<file path="src/rtl/ysyx_23060191_if_id_buffer_pkg.sv">
// Constants shared between the IF/ID buffer and the decode stage.
package ysyx_23060191_if_id_buffer_pkg;

  localparam int CPU_WIDTH  = 32;
  localparam int IFID_DEPTH = 2;

  // Occupancy encoding used by the buffer's count output.
  localparam logic [1:0] IFID_EMPTY = 2'd0;
  localparam logic [1:0] IFID_FULL  = 2'(IFID_DEPTH);

endpackage

</file>
<file path="src/rtl/ysyx_23060191_if_id_buffer.sv">
// IF->ID decoupling buffer: 2-entry {pc, inst} FIFO with valid/ready on both
// sides. A jump redirect (flush) discards every held and incoming entry.
module ysyx_23060191_if_id_buffer #(
  parameter int CPU_WIDTH = ysyx_23060191_if_id_buffer_pkg::CPU_WIDTH
) (
  input  logic                 clk,
  input  logic                 rst,
  input  logic                 in_valid,
  output logic                 in_ready,
  input  logic [CPU_WIDTH-1:0] in_pc,
  input  logic [CPU_WIDTH-1:0] in_inst,
  input  logic                 flush,
  output logic                 out_valid,
  input  logic                 out_ready,
  output logic [CPU_WIDTH-1:0] out_pc,
  output logic [CPU_WIDTH-1:0] out_inst,
  output logic [1:0]           count
);

  import ysyx_23060191_if_id_buffer_pkg::*;

  logic [CPU_WIDTH-1:0] r_pc   [IFID_DEPTH];
  logic [CPU_WIDTH-1:0] r_inst [IFID_DEPTH];
  logic                 r_wp;
  logic                 r_rp;
  logic [1:0]           r_count;

  logic w_push;
  logic w_pop;

  // in_ready comes only from registered state, so fetch never sees a
  // combinational path from decode's out_ready.
  assign in_ready  = (r_count != IFID_FULL);
  assign out_valid = (r_count != IFID_EMPTY) & ~flush;
  assign out_pc    = r_pc[r_rp];
  assign out_inst  = r_inst[r_rp];
  assign count     = r_count;

  assign w_push = in_valid & in_ready & ~flush;
  assign w_pop  = out_valid & out_ready;

  // NOTE: every register here uses non-blocking assignment so all state
  // updates see the same pre-edge values regardless of statement order.
  always_ff @(posedge clk) begin
    if (rst) begin
      r_wp    <= 1'b0;
      r_rp    <= 1'b0;
      r_count <= IFID_EMPTY;
      // NOTE: the storage array is reset too, so out_pc/out_inst read as
      // zero after reset instead of leaking stale or X data to decode.
      for (int i = 0; i < IFID_DEPTH; i++) begin
        r_pc[i]   <= '0;
        r_inst[i] <= '0;
      end
    end else if (flush) begin
      // Contents are kept; only the bookkeeping is cleared.
      r_wp    <= 1'b0;
      r_rp    <= 1'b0;
      r_count <= IFID_EMPTY;
    end else begin
      if (w_push) begin
        r_pc[r_wp]   <= in_pc;
        r_inst[r_wp] <= in_inst;
        r_wp         <= ~r_wp;
      end
      if (w_pop) begin
        r_rp <= ~r_rp;
      end
      r_count <= r_count + {1'b0, w_push} - {1'b0, w_pop};
    end
  end

endmodule

</file>
<file path="config.mk">
export PLATFORM = sky130hd
export DESIGN_NAME = ysyx_23060191_if_id_buffer
export DESIGN_NICKNAME = d
export VERILOG_FILES = /design/src/rtl/ysyx_23060191_if_id_buffer_pkg.sv /design/src/rtl/ysyx_23060191_if_id_buffer.sv
export SDC_FILE = /design/constraint.sdc
export NUM_CORES = 1
export LEC_CHECK = 0
export CELL_PAD_IN_SITES_DETAIL_PLACEMENT = 0
export CELL_PAD_IN_SITES_GLOBAL_PLACEMENT = 2
export CORE_ASPECT_RATIO = 0.8
export CORE_MARGIN = 2
export CORE_UTILIZATION = 40
export DETAILED_ROUTE_END_ITERATION = 10
export DONT_BUFFER_PORTS = 1
export PLACE_DENSITY = 0.86
export SLEW_MARGIN = 20
export SYNTH_ARGS = -nofsm -noshare
export SYNTH_HDL_FRONTEND = slang
export SYNTH_SLANG_ARGS = --single-unit
</file>
<file path="constraint.sdc">
create_clock -name clk -period 3.9 [get_ports clk]
set_input_delay 0.39 -clock clk [delete_from_list [all_inputs] [get_ports clk]]
set_output_delay 0.39 -clock clk [all_outputs]
set_load 0.05 [all_outputs]
</file>
==> metrics.md <==
| Metric | Value |
|---|---|
| Outcome | `finished clean` |
| Die width | `139.9 µm` |
| Avg Cell Area, Syn | `between 15 and 20 µm²` |
| Post-DP HPWL | `~6200 µm` |
| Drt pass-1 iters | `4` |
| # H-tree levels | `4` |
| Worst Path Arrival | `2.49 ns` |
| Crit end category | `flop` |
| Clock root buffer | `clkbuf_16` |
| Synth warnings | `0` |
| Layout cells sized above 1 | `0.3168` |
| Clk buf depth | `2` |
| Yosys top cell by area | `edfxtp_1` |
| Worst setup SP type | `flop` |
| Leakage | `about 2.4 nW` |
| Routed vias | `between 2000 and 3000` |
| WHS | `0.1707 ns` |
| Die Area | `approximately 16000 µm²` |
| Initial core utilization | `0.4120` |
| Top cells by area, synth | `edfxtp_1 (65%), mux2_2 (12%), and2_1 (12%)` |
| Final setup vio count | `0` |
| Power per cell area | `between 500 and 600 nW/µm²` |
| Most frequent cells in the layout | `edfxtp_1 (128), and2_1 (112), mux2_2 (64)` |
| Drt total wl | `between 10000 and 15000 µm` |
| Routability cong. | `roughly 0.71` |
| Routed wire per std cell | `18.70 µm` |
| Fin crit period | `2.468 ns` |
| Most common cell after layout, fill and taps aside | `edfxtp_1` |
| DRC Markers | `0` |
| FP Rows | `39` |
| Vias per inst | `4.984` |
| Number of DRC markers in iteration 0 | `129` |
| Sw Share | `0.2270` |
| Max Cap Viol | `0` |
| Comb pwr share | `0.084` |
| Final WS setup | `around 1.4 ns` |
| Synth-to-Final Area Change | `10.97%` |
| Overflow left after global routing | `0` |
| Unique masters post-synth | `25` |
| CP Max Fanout | `between 60 and 70` |
| Post-DRT Antenna Nets | `0` |
| CTS buffer count | `17` |
| CP cell instances | `nand2b_4, and4_4, or2_4` |
| WS Path Type | `reg -> reg` |
| Synth top area share | `0.6503` |
| Syn_nets | `440` |
| Hold crit path type | `in -> reg` |
| DP Worst Slack | `1.385 ns` |
| Worst Skew | `0.007907 ns` |
| Period utilization | `0.6329` |
| # port buffers | `0` |
| Final Util | `0.4572` |
| Num ports | `about 140` |
| Mapped cell area | `around 5900 µm²` |
| GRT Util Overall | `0.1419` |
| Yosys reg bits | `roughly 130` |
| RSZ-0062 raised after global routing | `no` |
| Relative slew slack | `0.3545` |
| Post-CTS Resized | `0` |
| Filler instances | `about 1300` |
| Slew Limit Fails | `0` |
| Final Power | `around 0.0036 W` |
| Worst-Skew Late Latency | `0.40 ns` |
| Synthesized netlist cell count | `approximately 370` |
| Worst-path clk slew | `about 0.050 ns` |
| CP peak stage delay | `between 0.7 and 0.8 ns` |
| Largest net degree at the start of global routing | `66` |
| FMAX | `405.1 MHz` |
| CTS tree | `yes` |
| Die Ht | `112.7 µm` |
| Slew @ Worst Pin | `a little under 1 ns` |
| Clock Sinks | `133` |
| Hold-fix buffers, CTS | `0` |
| CP max stage cell | `or2_4` |
| Int Power | `about 0.0028 W` |
| VDD IR-drop max | `0.0003742 V` |
| P_sw | `between 0.0008 and 0.0009 W` |
| Nets | `about 440` |
| Vias in the first global route | `3094` |
| Sequential share of the synthesized area | `0.6672` |
| Number of antenna diodes | `0` |
| First-pass GRT wire length | `16890 µm` |
| Initial antenna violation count | `0` |
| Critical path data required time | `between 3 and 4 ns` |
| Setup TNS | `0 ns` |
| Number of setup buffers added after CTS | `0` |
| Sequential power share | `0.466` |
| Core footprint | `roughly 14000 µm²` |
| Final hold vios | `0` |
| Clock share of power | `0.450` |
-- stage by stage --
stage,cell area (µm²),instances
floorplan,5914,369
global placement,5963,535
finish,6559,566
CTS,6559,566
detailed placement,5963,535
global route,6559,566
-- power by group through the flow --
stage	clock network, W	logic, W	registers [W]
after floorplan	0	0.000281	0.00169
after global placement	0	0.000304	0.00169
after detailed placement	0	0.000305	0.00169
after CTS	0.00164	0.000306	0.00166
after global routing	0.00171	0.000315	0.00167
final	0.00161	0.000301	0.00166
-- Yosys cell counts --
cell,n
edfxtp_1,128
and2_1,112
mux2_2,64
and2_4,13
and2_2,7
buf_2,7
buf_6,6
dfxtp_1,5
buf_12,3
buf_8,3
clkbuf_2,2
ha_1,2
nand2_1,2
o21ai_0,2
o21bai_1,2
xnor2_1,2
and4_4,1
and4b_4,1
inv_1,1
nand2b_4,1
nand3b_1,1
nand4b_1,1
nor2_4,1
o21ba_2,1
or2_1,1
-- layout make-up --
| type | instances | area [µm²] | share of cell area |
|---|---|---|---|
| sequential | 133 | 3948 | 0.6019 |
| multi-input combinational | 214 | 1759 | 0.2682 |
| clock buffer | 20 | 436.7 | 0.06658 |
| tap | 184 | 230.2 | 0.03510 |
| clock inverter | 11 | 158.9 | 0.02423 |
| timing repair buffer | 3 | 22.52 | 0.003434 |
| inverter | 1 | 3.754 | 0.0005723 |
-- sequential cells by signal (all words and copies together), names as in the netlist, named ones only --
signal and count:
r_rp 1, r_inst 64, count 2, r_wp 1, r_pc 64
-- cells by family after synthesis --
group           count (synthesis)  share of synthesized area
compound gates                  5                   0.005927
simple gates                  141                     0.1602
fa+ha+maj                       2                   0.004233
buf+inv                        22                    0.03747
flops                         133                     0.6672
xor+xnor                        2                   0.002964
mux                            64                     0.1219
-- critical path, delay by kind of cell (launching register included) --
kind	cells	cell delay, ns
AND/OR/NAND/NOR	3	1.38
flip-flops	1	0.68
-- layer usage --
layer | track usage | routed length, µm | up-vias
met3 | 0.08041 | 1172 | 8
met5 | 0 | 0 | -
li1 | - | - | 1312
met1 | 0.1658 | 4290 | 1404
met2 | 0.2250 | 5036 | 97
met4 | 0.04200 | 83 | 0
-- worst paths after layout --
path / startpoint / endpoint / slack (ns) / cells past startpoint
worst min-delay path: rst / r_wp / 0.17 / 3
worst max register to register: count[0] / r_pc[1][28] / 1.43 / 3
worst min register to register: r_rp / flop / 0.48 / 2
worst max-delay path: count[0] / r_pc[1][28] / 1.43 / 3
Note: power is estimated with default switching activity, not from simulation.
